File: src/rtl/io_channel_responder.sv
// io_channel_responder
//
// Eight-channel I/O responder that sits on a simple core register
// channel. It provides a scratch register, a display output FIFO, a keypad
// input FIFO with an acknowledge channel, a status/sticky-flag channel, a
// synchronised discrete input word, a discrete output latch and an optional
// free-running timer.
//
// Configuration macro: IO_TIMER_EN
//   defined   -> channel 7 is a 15-bit timer advanced every TIMER_DIV clocks
//   undefined -> no timer logic; channel 7 reads zero and ignores writes
//
// Ports:
//   clock          in   1   clock
//   rst_l          in   1   asynchronous active-low reset
//   io_write_en    in   1   channel write strobe
//   io_write_sel   in   3   channel written
//   io_write_data  in  15   write data
//   io_read_sel    in   3   channel read
//   io_read_data   out 15   read data (combinational, no side effects)
//   key_valid      in   1   keypad code offered
//   key_data       in   5   keypad code
//   key_ready      out  1   keyboard FIFO can accept
//   disp_valid     out  1   display word offered
//   disp_data      out 15   display word
//   disp_ready     in   1   display sink accepts
//   discrete_in    in  15   asynchronous discrete inputs
//   discrete_out   out 15   discrete output latch
module io_channel_responder #(
  parameter int KEY_DEPTH  = 4,
  parameter int DISP_DEPTH = 4,
  parameter int TIMER_DIV  = 100
) (
  input  logic        clock,
  input  logic        rst_l,
  input  logic        io_write_en,
  input  logic [2:0]  io_write_sel,
  input  logic [14:0] io_write_data,
  input  logic [2:0]  io_read_sel,
  output logic [14:0] io_read_data,
  input  logic        key_valid,
  input  logic [4:0]  key_data,
  output logic        key_ready,
  output logic        disp_valid,
  output logic [14:0] disp_data,
  input  logic        disp_ready,
  input  logic [14:0] discrete_in,
  output logic [14:0] discrete_out
);

  localparam int KAW = $clog2(KEY_DEPTH);
  localparam int DAW = $clog2(DISP_DEPTH);
  localparam int KCW = KAW + 1;
  localparam int DCW = DAW + 1;

  logic [14:0]    scratch_q;
  logic [14:0]    discreteOut_q;
  logic [14:0]    sync1_q, sync2_q;
  logic           dispDrop_q, dispDrop_d;
  logic           keyOvf_q, keyOvf_d;

  logic [14:0]    dispMem_q [DISP_DEPTH];
  logic [DAW-1:0] dispWr_q, dispRd_q;
  logic [DCW-1:0] dispCnt_q, dispCnt_d;

  logic [4:0]     keyMem_q [KEY_DEPTH];
  logic [KAW-1:0] keyWr_q, keyRd_q;
  logic [KCW-1:0] keyCnt_q, keyCnt_d;

  logic dispFull, dispEmpty, dispPop, dispWrite, dispPush, dispDropSet;
  logic keyFull, keyEmpty, keyPush, keyPop, keyOvfSet, statusWr;
  logic [14:0] timerRead;

  assign dispFull  = (dispCnt_q == DCW'(DISP_DEPTH));
  assign dispEmpty = (dispCnt_q == '0);
  assign keyFull   = (keyCnt_q == KCW'(KEY_DEPTH));
  assign keyEmpty  = (keyCnt_q == '0);

  // A full display FIFO still takes a write when the sink drains the head
  // in the same cycle, so only a full FIFO with no pop drops the word.
  assign dispPop     = !dispEmpty && disp_ready;
  assign dispWrite   = io_write_en && (io_write_sel == 3'd1);
  assign dispPush    = dispWrite && (!dispFull || dispPop);
  assign dispDropSet = dispWrite && !dispPush;

  // Keyboard acceptance looks only at the current fullness; an ack in the
  // same cycle does not make room for a code offered while full.
  assign keyPush   = key_valid && !keyFull;
  assign keyOvfSet = key_valid && keyFull;
  assign keyPop    = io_write_en && (io_write_sel == 3'd3) && !keyEmpty;
  assign statusWr  = io_write_en && (io_write_sel == 3'd4);

  assign key_ready    = !keyFull;
  assign disp_valid   = !dispEmpty;
  assign disp_data    = dispEmpty ? 15'd0 : dispMem_q[dispRd_q];
  assign discrete_out = discreteOut_q;

  // Sticky flags: a set event in the same cycle as its clear wins.
  always_comb begin
    dispCnt_d  = dispCnt_q + DCW'(dispPush) - DCW'(dispPop);
    keyCnt_d   = keyCnt_q + KCW'(keyPush) - KCW'(keyPop);
    dispDrop_d = dispDrop_q;
    keyOvf_d   = keyOvf_q;
    if (statusWr && io_write_data[10]) dispDrop_d = 1'b0;
    if (statusWr && io_write_data[9])  keyOvf_d   = 1'b0;
    if (dispDropSet) dispDrop_d = 1'b1;
    if (keyOvfSet)   keyOvf_d   = 1'b1;
  end

  // Control state; FIFO storage is left unreset since the pointers and
  // counts alone define which entries are live.
  always_ff @(posedge clock or negedge rst_l) begin
    if (!rst_l) begin
      scratch_q     <= '0;
      discreteOut_q <= '0;
      sync1_q       <= '0;
      sync2_q       <= '0;
      dispDrop_q    <= 1'b0;
      keyOvf_q      <= 1'b0;
      dispWr_q      <= '0;
      dispRd_q      <= '0;
      dispCnt_q     <= '0;
      keyWr_q       <= '0;
      keyRd_q       <= '0;
      keyCnt_q      <= '0;
    end else begin
      sync1_q    <= discrete_in;
      sync2_q    <= sync1_q;
      dispDrop_q <= dispDrop_d;
      keyOvf_q   <= keyOvf_d;
      dispCnt_q  <= dispCnt_d;
      keyCnt_q   <= keyCnt_d;
      if (io_write_en && io_write_sel == 3'd0) scratch_q     <= io_write_data;
      if (io_write_en && io_write_sel == 3'd6) discreteOut_q <= io_write_data;
      if (dispPush) dispWr_q <= dispWr_q + 1'b1;
      if (dispPop)  dispRd_q <= dispRd_q + 1'b1;
      if (keyPush)  keyWr_q  <= keyWr_q + 1'b1;
      if (keyPop)   keyRd_q  <= keyRd_q + 1'b1;
    end
  end

  always_ff @(posedge clock) begin
    if (dispPush) dispMem_q[dispWr_q] <= io_write_data;
    if (keyPush)  keyMem_q[keyWr_q]   <= key_data;
  end

`ifdef IO_TIMER_EN
  localparam int PW = (TIMER_DIV > 1) ? $clog2(TIMER_DIV) : 1;

  logic [PW-1:0] presc_q;
  logic [14:0]   timer_q;
  logic          tick;

  assign tick      = (presc_q == PW'(TIMER_DIV - 1));
  assign timerRead = timer_q;

  // A channel 7 write reloads the timer and restarts the prescaler,
  // overriding any tick that lands in the same cycle.
  always_ff @(posedge clock or negedge rst_l) begin
    if (!rst_l) begin
      presc_q <= '0;
      timer_q <= '0;
    end else if (io_write_en && io_write_sel == 3'd7) begin
      presc_q <= '0;
      timer_q <= io_write_data;
    end else if (tick) begin
      presc_q <= '0;
      timer_q <= timer_q + 15'd1;
    end else begin
      presc_q <= presc_q + 1'b1;
    end
  end
`else
  assign timerRead = 15'd0;
`endif

  // Read mux is purely combinational so a flushed read leaves no trace.
  always_comb begin
    io_read_data = 15'd0;
    case (io_read_sel)
      3'd0: io_read_data = scratch_q;
      3'd1: io_read_data = {3'(dispCnt_q), 12'd0};
      3'd2: io_read_data = keyEmpty ? 15'd0 : {1'b1, 9'd0, keyMem_q[keyRd_q]};
      3'd3: io_read_data = 15'd0;
      3'd4: io_read_data = {dispFull, dispEmpty, keyFull, keyEmpty,
                            dispDrop_q, keyOvf_q, 9'd0};
      3'd5: io_read_data = sync2_q;
      3'd6: io_read_data = discreteOut_q;
      3'd7: io_read_data = timerRead;
      default: io_read_data = 15'd0;
    endcase
  end

endmodule

File: config.mk
export PLATFORM = sky130hd
export DESIGN_NAME = io_channel_responder
export DESIGN_NICKNAME = d
export VERILOG_FILES = /design/src/rtl/io_channel_responder.sv
export SDC_FILE = /design/constraint.sdc
export NUM_CORES = 1
export LEC_CHECK = 0
export BUFFER_PORTS_ARGS = -buffer_cell sky130_fd_sc_hd__buf_2
export CAP_MARGIN = 20
export CORE_ASPECT_RATIO = 1.25
export CORE_MARGIN = 4
export CORE_UTILIZATION = 53
export DETAILED_ROUTE_END_ITERATION = 10
export PLACE_DENSITY = 0.85
export REMOVE_ABC_BUFFERS = 1
export SYNTH_ARGS = -nofsm -noshare
export SYNTH_HDL_FRONTEND = slang
export SYNTH_SLANG_ARGS = --single-unit
File: constraint.sdc
create_clock -name clock -period 2.9 [get_ports clock]
set_input_delay 0.58 -clock clock [delete_from_list [all_inputs] [get_ports clock]]
set_output_delay 0.58 -clock clock [all_outputs]
set_load 0.1 [all_outputs]
# Word-level counts from Yosys, hierarchy flattened
# Memory sizes are Yosys's and may differ from the RTL's.
# Index checks and enable logic that the tools add are counted.
[word_totals] input_bits=46 word_cells=72 memories=2 ff_bits=76 mem_bits_rw=80
[memory_table] name="dispMem_q" depth=4 width=15 rd=1 rd_ports_with_merged_regs=0 write_ports=1 line="62" source="logic [14:0] dispMem_q [DISP_DEPTH];"
[memory_table] name="keyMem_q" depth=4 width=5 rd=1 rd_ports_with_merged_regs=0 write_ports=1 line="66" source="logic [4:0] keyMem_q [KEY_DEPTH];"
[classes] reduce_logical=26 mux=11 eq_ne=13 n_addsub=8
[ops] operator="one-hot mux 15 bit (7 select lines)" count=1
[ops] operator="2-to-1 mux 15 bit" count=2
[ops] operator="== test 3 bit, second input constant" count=8
[ops] operator="logical AND 1 bit" count=13
[ops] operator="logical NOT 3 bit" count=4
[ops] operator="== test 3 x 2 -> 1 bit, second input constant" count=3
[ops] operator="adder 2 x 1 -> 2 bit, second input constant" count=4
[ops] operator="2-to-1 mux 1 bit" count=8
[ops] operator="adder 3 x 1 -> 3 bit" count=2
[ops] operator="== test 3 x 1 -> 1 bit, second input constant" count=2
[ops] operator="subtractor 3 x 1 -> 3 bit" count=2
[ops] operator="logical NOT 1 bit" count=5
[ops] operator="nonzero test 2 bit" count=2
[ops] operator="OR reduction 2 bit" count=1
[ops] operator="logical OR 1 bit" count=1

# Depth between registers and ports, before layout
# Gate-level depths: netlist (run 1).
[depth] depth_word=8 mapped_depth=11 depth_no_buf=10

# Worst setup path after synthesis (run 1)
# No wires, ideal clock.
[synth_timing] kind="reg2out" from="register discreteOut_q[11], in the netlist discrete_out[11]" to="output port io_read_data[11]" required_time_ns=2.320 setup_slack_ns=-0.982 arrival_ns=3.302 stages_incl_launch_ff=3 path_cell_list="dfrtp_1 > a222oi_1 > o21ai_0"
[synth_via] elab_chain_cells=1
[synth_rtl] element="from (decl)" line="57" source="logic [14:0] discreteOut_q;"
[synth_rtl] element="from (signal assigned)" line="134" source="if (io_write_en && io_write_sel == 3'd6) discreteOut_q <= io_write_data;"
[synth_rtl] element="one-hot mux 15 bit (7 select lines)" line="180" source="case (io_read_sel)"
[synth_rtl] element="to (decl)" line="40" source="output logic [14:0] io_read_data,"
# Every way passes these cells.

# Worst setup path in the final report (run 1)
[layout_timing] from="register dispRd_q[0]" to="output port disp_data[6]"
[layout_via] elab_chain_cells=2
[layout_rtl] element="from (decl)" line="63" source="logic [DAW-1:0] dispWr_q, dispRd_q;"
[layout_rtl] element="from (signal assigned)" line="136" source="if (dispPop) dispRd_q <= dispRd_q + 1'b1;"
[layout_rtl] element="memory read (4 x 15 bit)"
[layout_rtl] element="2-to-1 mux 15 bit" line="95" source="assign disp_data = dispEmpty ? 15'd0 : dispMem_q[dispRd_q];"
[layout_rtl] element="to (decl)" line="45" source="output logic [14:0] disp_data,"
# Every way passes these cells.

==> reports/qor.yml, run 1 <==
run_status: "finished, final reports clean"
cp_max_fo: 15
period_needed_ps: 2730
cts_hold_buffers: 0
grt_overflow_total: 0
postCtsSetupRepairBufs: 0
worstSetupEndpoint: "disp_data[6]"
dieArea_um2: 13700
area_delta_synth_final_pct: 22.3
path_cells: "buf_4, mux4_2, and2_1, buf_2"
start_util_pct: 54.3
worstSkewPairLatency_ps: 420
drc: 0
p_sw_share_pct: 42.2
cts_made_buffers: 17
setup.worst_path.start_class: "flop"
htree_levels: 4
avgSynthCellArea_um2: 16.8
final_layout_size_suffix_gt1_share_pct: 39.9
combPwrFrac_pct: 39.1
fin_skew_ps: 6.77
grt_max_degree: 77
syn_area_um2: 6310
drtPass1Iterations: 4
clk_pin_slew_ps: 60
clkPwrFrac_pct: 25.6
synth_ff_type: "edfxtp_1"
tightest_slew_ps: 947
crit_path_end_kind: "output port"
hp-class: "in2reg"
seq_power_share_pct: 35.3
die_x_um: 106
synth-edff-count: 80
place_inst: 620
final_cell_area_um2: 7720
rows: 44
ctsResizeCount: 0
slowest_delay_ps: 560
wire_per_inst_um: 19.1
r2r_end: "dispCnt_q[2]$_DFF_PN0_"
clockBufferDepth: 2
num_vias: 3536
path_class: "reg2out"
grt_antenna_before_repair: 0
ys_seq_elements: 156
async_flop_share_pct: 48.7
antennaDiodeCount: 0
yosysTopAreaCell: "edfxtp_1"
nets: 538
p_per_area_nw_per_um2: 1070
finalHoldViolCount: 0
ys_seq_area_share_pct: 68.2
netlist.area_leader.share_pct: 38.1
period_share_pct: 94.3
hpwlAfterDp_um: 8660
die_h_um: 130
timing.rr.start: "dispCnt_q[1]$_DFF_PN0_"
placed_area_um2: 7150
crit_buf_inv: 2
fmax_ghz: 0.366
drv_slew: 0
cts_tree: "done"
wl_um: 12400
io_buffers: 92
first_global_vias: 3794
peakVddDrop_uv: 576
cap_viol_max_count: 0
netlist_instances: 376
rsz0062_at_grt: "no"
cts_root_buf: "clkbuf_16"
critPathArrivalTime_ps: 2150
ys_warn_count: 0
drt_iter0_drc: 234
power_leakage_nw: 3.09
power_w: 0.00829
power_switching_w: 0.00350
pin_count: 93
tns_ps: 0
post_synth_num_cell_types: 45
max_slew_margin_pct: 36.9
instances_no_fill: 652
core_area_um2: 11600
required_ps: 2320
r2r_slack_ps: 530
ant_nets: 0
worstSetupStartpoint: "dispRd_q[0]$_DFFE_PN0P_"
cpMaxStageDelayCell: "mux4_2"
via_per_inst: 5.42
synth_area_leaders: "edfxtp_1, dfrtp_1, mux4_2, mux2_2, ha_1"
cts_sinks: 156
grt_pass1_wl_um: 20000
intPower_w: 0.00479
final-setup-viol-count: 0
cp.depth: 4
grt_usage_pct: 19.6
rr_worst_depth: 10
cp_top_family: "buffers and inverters"
place.gp.congestion: 0.877
how the worst min path moves through the flow:
| stage | slack (ps) | end | cells after the start | startpoint |
|---|---|---|---|---|
| finish | 270 | sync1_q[10]$_DFF_PN0_ | 1 | discrete_in[10] |
| global route | 240 | sync1_q[0]$_DFF_PN0_ | 1 | discrete_in[0] |
| CTS | 240 | sync1_q[3]$_DFF_PN0_ | 1 | discrete_in[3] |
| detailed placement | 340 | sync2_q[3]$_DFF_PN0_ | 0 | sync1_q[3]$_DFF_PN0_ |
| global placement | 330 | sync2_q[8]$_DFF_PN0_ | 0 | sync1_q[8]$_DFF_PN0_ |
| floorplan | 280 | discrete_out[0]$_DFFE_PN0P_ | 0 | rst_l |
cells by family after synthesis:
logic type / Yosys count / synth area share [%]
AND/OR/NAND/NOR: 66 / 6.84
flip-flops: 156 / 68.2
multiplexers: 56 / 13.6
AO/OA/AOI/OAI: 35 / 4.04
adder cells (fa/ha/maj): 14 / 3.01
XOR/XNOR: 10 / 1.39
buffers and inverters: 39 / 2.95
power by group through the flow:
stage               registers [W]  logic, W  clock network (W)
global placement          0.00295   0.00319                  0
floorplan                 0.00327   0.00223                  0
finish                    0.00293   0.00324            0.00212
global route              0.00298   0.00342            0.00227
CTS                       0.00293   0.00328            0.00215
detailed placement        0.00297   0.00325                  0
worst register-to-register path, cell delays in order (launching register included):
cell and delay (ps):
dfrtp_1 470, nor4b_2 360, and3b_1 250, inv_1 70, ha_1 220, inv_1 60
ha_1 130, inv_1 50, fa_1 380, xnor2_1 150, xnor2_1 130
synth_stat cells (all sizes together) (2+ instances only):
library cell  instances
and3b                 3
mux2i                 2
xor2                  2
a222oi                2
nand4b                2
mux2                 34
nor2                  4
clkbuf                6
inv                  21
nor2b                 5
a22oi                10
buf                  12
xnor2                 8
nor3b                 3
mux4                 20
and2                 24
dfrtp                76
edfxtp               80
nand3                 4
ha                   12
o21ai                 7
o2bb2ai               2
nor3                  5
a21oi                 3
fa                    2
o221ai                5
nand2                10
a22o                  3
layout make-up:
class	count	area, µm²
Timing Repair Buffer	101	741
Inverter	21	78.8
Sequential cell	156	4300
Multi-Input combinational cell	181	1820
Tap cell	161	201
Fill cell	791	3900
Clock inverter	14	134
Clock buffer	18	439
sequential cells by signal, summed over array words and instances, names as in the netlist:
signal / cells
dispRd_q: 2
scratch_q: 15
keyCnt_q: 3
keyWr_q: 2
keyRd_q: 2
dispCnt_q: 3
keyOvf_q: 1
discrete_out: 15
sync2_q: 15
dispDrop_q: 1
keyMem_q: 20
dispMem_q: 60
sync1_q: 15
dispWr_q: 2
metal layers:
metal / up-vias / GRT usage (%) / part of all wire, %
met5: - / 0 / 0
met4: 0 / 7.70 / 1.6
met3: 15 / 5.39 / 4.7
met2: 90 / 34.2 / 55
met1: 1833 / 23.3 / 39
li1: 1598 / - / -
placed cells by master (no fill, tap or decap), drive strengths merged, types with 2 or more instances in the layout:
master    instances
a21oi             3
a222oi            2
a22o              3
a22oi            10
and2             24
and3b             3
buf             101
clkbuf           18
clkinv            3
clkinvlp          5
dfrtp            76
edfxtp           80
fa                2
ha               12
inv              26
mux2             34
mux2i             2
mux4             20
nand2            10
nand3             4
nand4b            2
nor2              4
nor2b             5
nor3              5
nor3b             3
o21ai             7
o221ai            5
o2bb2ai           2
xnor2             8
xor2              2
stage by stage:
stage,utilization (%),hold WS (ps),setup WS (ps)
3_5_place_dp,61.5,336,255
6_report,66.5,266,166
4_1_cts,66.5,243,102
5_1_grt,66.5,241,38.6
2_1_floorplan,-,284,-1000
3_3_place_gp,61.5,333,277
Power figures use the tool's default switching activity.
==> run 2: changes to the inputs <==
CELL_PAD_IN_SITES_DETAIL_PLACEMENT = 1   (was default)
CELL_PAD_IN_SITES_GLOBAL_PLACEMENT = 1   (was default)
CORE_MARGIN = 2   (was 4)
CORE_UTILIZATION = 48   (was 53)
PLACE_DENSITY = 0.9   (was 0.85)
==> run 2 against run 1 <==
  * Core utilization decreased by 6.0 points
  * Die area increased by 2.6%
  * Power increased by 0.91%
  * Final cell count increased by 1.2%
  * Sequential share of layout area decreased by 0.072 points
  * Maximum frequency decreased by 0.99%
  * Non-clock buffer count increased by 1
  * Clock skew increased by 2.3 ps
  * Register-to-register slack got worse by 260 ps
  * Flip-flop and latch count unchanged
  * Clock-buffer cell count unchanged
  * Combinational power increased by 2%
  * Critical endpoint is now disp_data[2]
==> reports/qor.yml, run 2 (synthesized netlist as in run 1, its figures left out) <==
antennaDiodeCount: 0  # unchanged
ant_nets: 0  # unchanged
final-setup-viol-count: 0  # unchanged
instances_no_fill: 660  # was 652
area_delta_synth_final_pct: 22.5  # was 22.3%
place.gp.congestion: 0.810  # was 0.877
via_per_inst: 5.39  # was 5.42
ctsResizeCount: 0  # unchanged
wl_um: 14700  # was 12400 µm
wire_per_inst_um: 22.3  # was 19.1 µm
cap_viol_max_count: 0  # unchanged
seq_area_um2: 4300  # unchanged
fill_cells: 1199  # was 791
top_register: "dispMem_q"  # unchanged
period_share_pct: 95.2  # was 94.3%
cts_sinks: 156  # unchanged
pre_cts_ws_ps: 263  # was 255 ps
grt_antenna_before_repair: 0  # unchanged
io_buffers: 92  # unchanged
die_x_um: 107  # was 106 µm
cp_max_fo: 15  # unchanged
clk_pin_slew_ps: 60  # about the same
hp-class: "in2reg"  # unchanged
largest_reg_flops: 60  # unchanged
core_area_um2: 12800  # was 11600 µm²
first_global_vias: 4189  # was 3794
timing.rr.start: "keyCnt_q[0]$_DFF_PN0_"  # was dispCnt_q[1]$_DFF_PN0_
final_common_cell: "edfxtp_1"  # unchanged
final.setup.worst_slack_ps: 139  # was 166 ps
drv_slew: 0  # unchanged
power_leakage_nw: 3.10  # was 3.09 nW
crit_path_end_kind: "output port"  # unchanged
cts_hold_buffers: 0  # unchanged
final_layout_size_suffix_gt1_share_pct: 40.0  # was 39.9%
peakVddDrop_uv: 658  # was 576 µV
clockBufferDepth: 2  # unchanged
max_slew_margin_pct: 36.3  # was 36.9%
grt_pass1_wl_um: 23600  # was 20000 µm
cts_root_buf: "clkbuf_16"  # unchanged
start_util_pct: 49.4  # was 54.3%
hpwlAfterDp_um: 10500  # was 8660 µm
setup.worst_path.start_class: "flop"  # unchanged
hp-start: "discrete_in[13]"  # was discrete_in[10]
worstSkewPairLatency_ps: 420  # about the same
nets: 539  # was 538
die_h_um: 132  # was 130 µm
fin_skew_ps: 9.12  # was 6.77 ps
grt_max_degree: 77  # unchanged
pin_count: 93  # unchanged
drc: 0  # unchanged
finalHoldViolCount: 0  # unchanged
critPathArrivalTime_ps: 2180  # was 2150 ps
run_status: "finished, final reports clean"  # unchanged
p_per_area_nw_per_um2: 1080  # was 1070 nW/µm²
dieArea_um2: 14100  # was 13700 µm²
fmax_ghz: 0.362  # was 0.366 GHz
rsz0062_at_grt: "no"  # unchanged
htree_levels: 4  # unchanged
grt_overflow_total: 0  # unchanged
postCtsSetupRepairBufs: 0  # unchanged
place_inst: 628  # was 620
reg.largest.list: "dispMem_q x60, keyMem_q x20"  # unchanged
layout_common_cells: "edfxtp_1, buf_2, dfrtp_1"  # unchanged
grt_usage_pct: 22.6  # was 19.6%
tightest_slew_ps: 955  # was 947 ps
worstSetupStartpoint: "dispRd_q[0]$_DFFE_PN0P_"  # unchanged
num_vias: 3558  # was 3536
cts_tree: "done"  # unchanged
rows: 46  # was 44
drtPass1Iterations: 4  # unchanged
required_ps: 2320  # about the same
cts_made_buffers: 17  # unchanged
period_needed_ps: 2760  # was 2730 ps
drt_iter0_drc: 255  # was 234
path_class: "reg2out"  # unchanged
multi_input_area_um2: 1820  # unchanged
==> run 2: cell count changes in the layout (fill, tap and decap cells not counted) <==
cell | previous run | this run
clkinv_1 | 1 | 0
clkinv_4 | 1 | 3
inv_8 | 2 | 1
buf_4 | 10 | 11
inv_6 | 3 | 4
clkinvlp_4 | 5 | 4
clkbuf_8 | 1 | 0
clkbuf_1 | 0 | 1
==> run 2: worst paths after layout <==
kind | end | slack [ps] | cells after the start
worst max-delay path | disp_data[2] | 140 | 4
worst min-delay path | sync1_q[13]$_DFF_PN0_ | 270 | 1
worst max register to register | keyCnt_q[2]$_DFF_PN0_ | 270 | 8
worst min register to register | sync2_q[6]$_DFF_PN0_ | 350 | 0
max in group asynchronous | sync2_q[6]$_DFF_PN0_ | 1970 | 1
min in group asynchronous | sync2_q[10]$_DFF_PN0_ | 300 | 1
==> run 2: worst max-delay path: stages (launching register included) <==
cell and delay, ps:
dfrtp_1 410, buf_4 330, mux4_2 560, and2_1 170
buf_2 280
==> run 2: cell type report <==
cell class,count,share of cell area [%]
multi-input combinational,181,23.6
timing repair buffer,102,9.68
inverter,21,1.02
tap,168,2.72
clock buffer,18,5.55
sequential,156,55.7
clock inverter,14,1.78
==> run 2: through the flow <==
| stage | util, % | total power, W | TNS [ps] | area [µm²] | hold WS [ps] |
|---|---|---|---|---|---|
| final | 60.5 | 0.00836 | 0 | 7730 | 265 |
| after detailed placement | 56.1 | 0.00630 | 0 | 7160 | 336 |
| after CTS | 60.5 | 0.00844 | 0 | 7730 | 251 |
| after global placement | 56.1 | 0.00613 | 0 | 7160 | 332 |
| after global routing | 60.5 | 0.00870 | 0 | 7730 | 253 |
| after floorplan | - | 0.00551 | -8530 | 6200 | 284 |
==> run 2: power breakdown <==
group	switching [W]	total [W]	internal, W	leakage [nW]
clock network	0.000920	0.00212	0.00120	0.266
logic	0.00237	0.00329	0.000919	1.21
registers	0.000307	0.00296	0.00265	1.62
total	0.00360	0.00836	0.00477	3.10
==> run 2: layer usage <==
| layer | GRT usage, % | vias up | share of wire [%] |
|---|---|---|---|
| li1 | - | 1599 | - |
| met1 | 26.1 | 1847 | 38 |
| met2 | 41.2 | 90 | 56 |
| met3 | 4.70 | 22 | 4.2 |
| met4 | 8.01 | 0 | 1.9 |
| met5 | 0 | - | 0 |
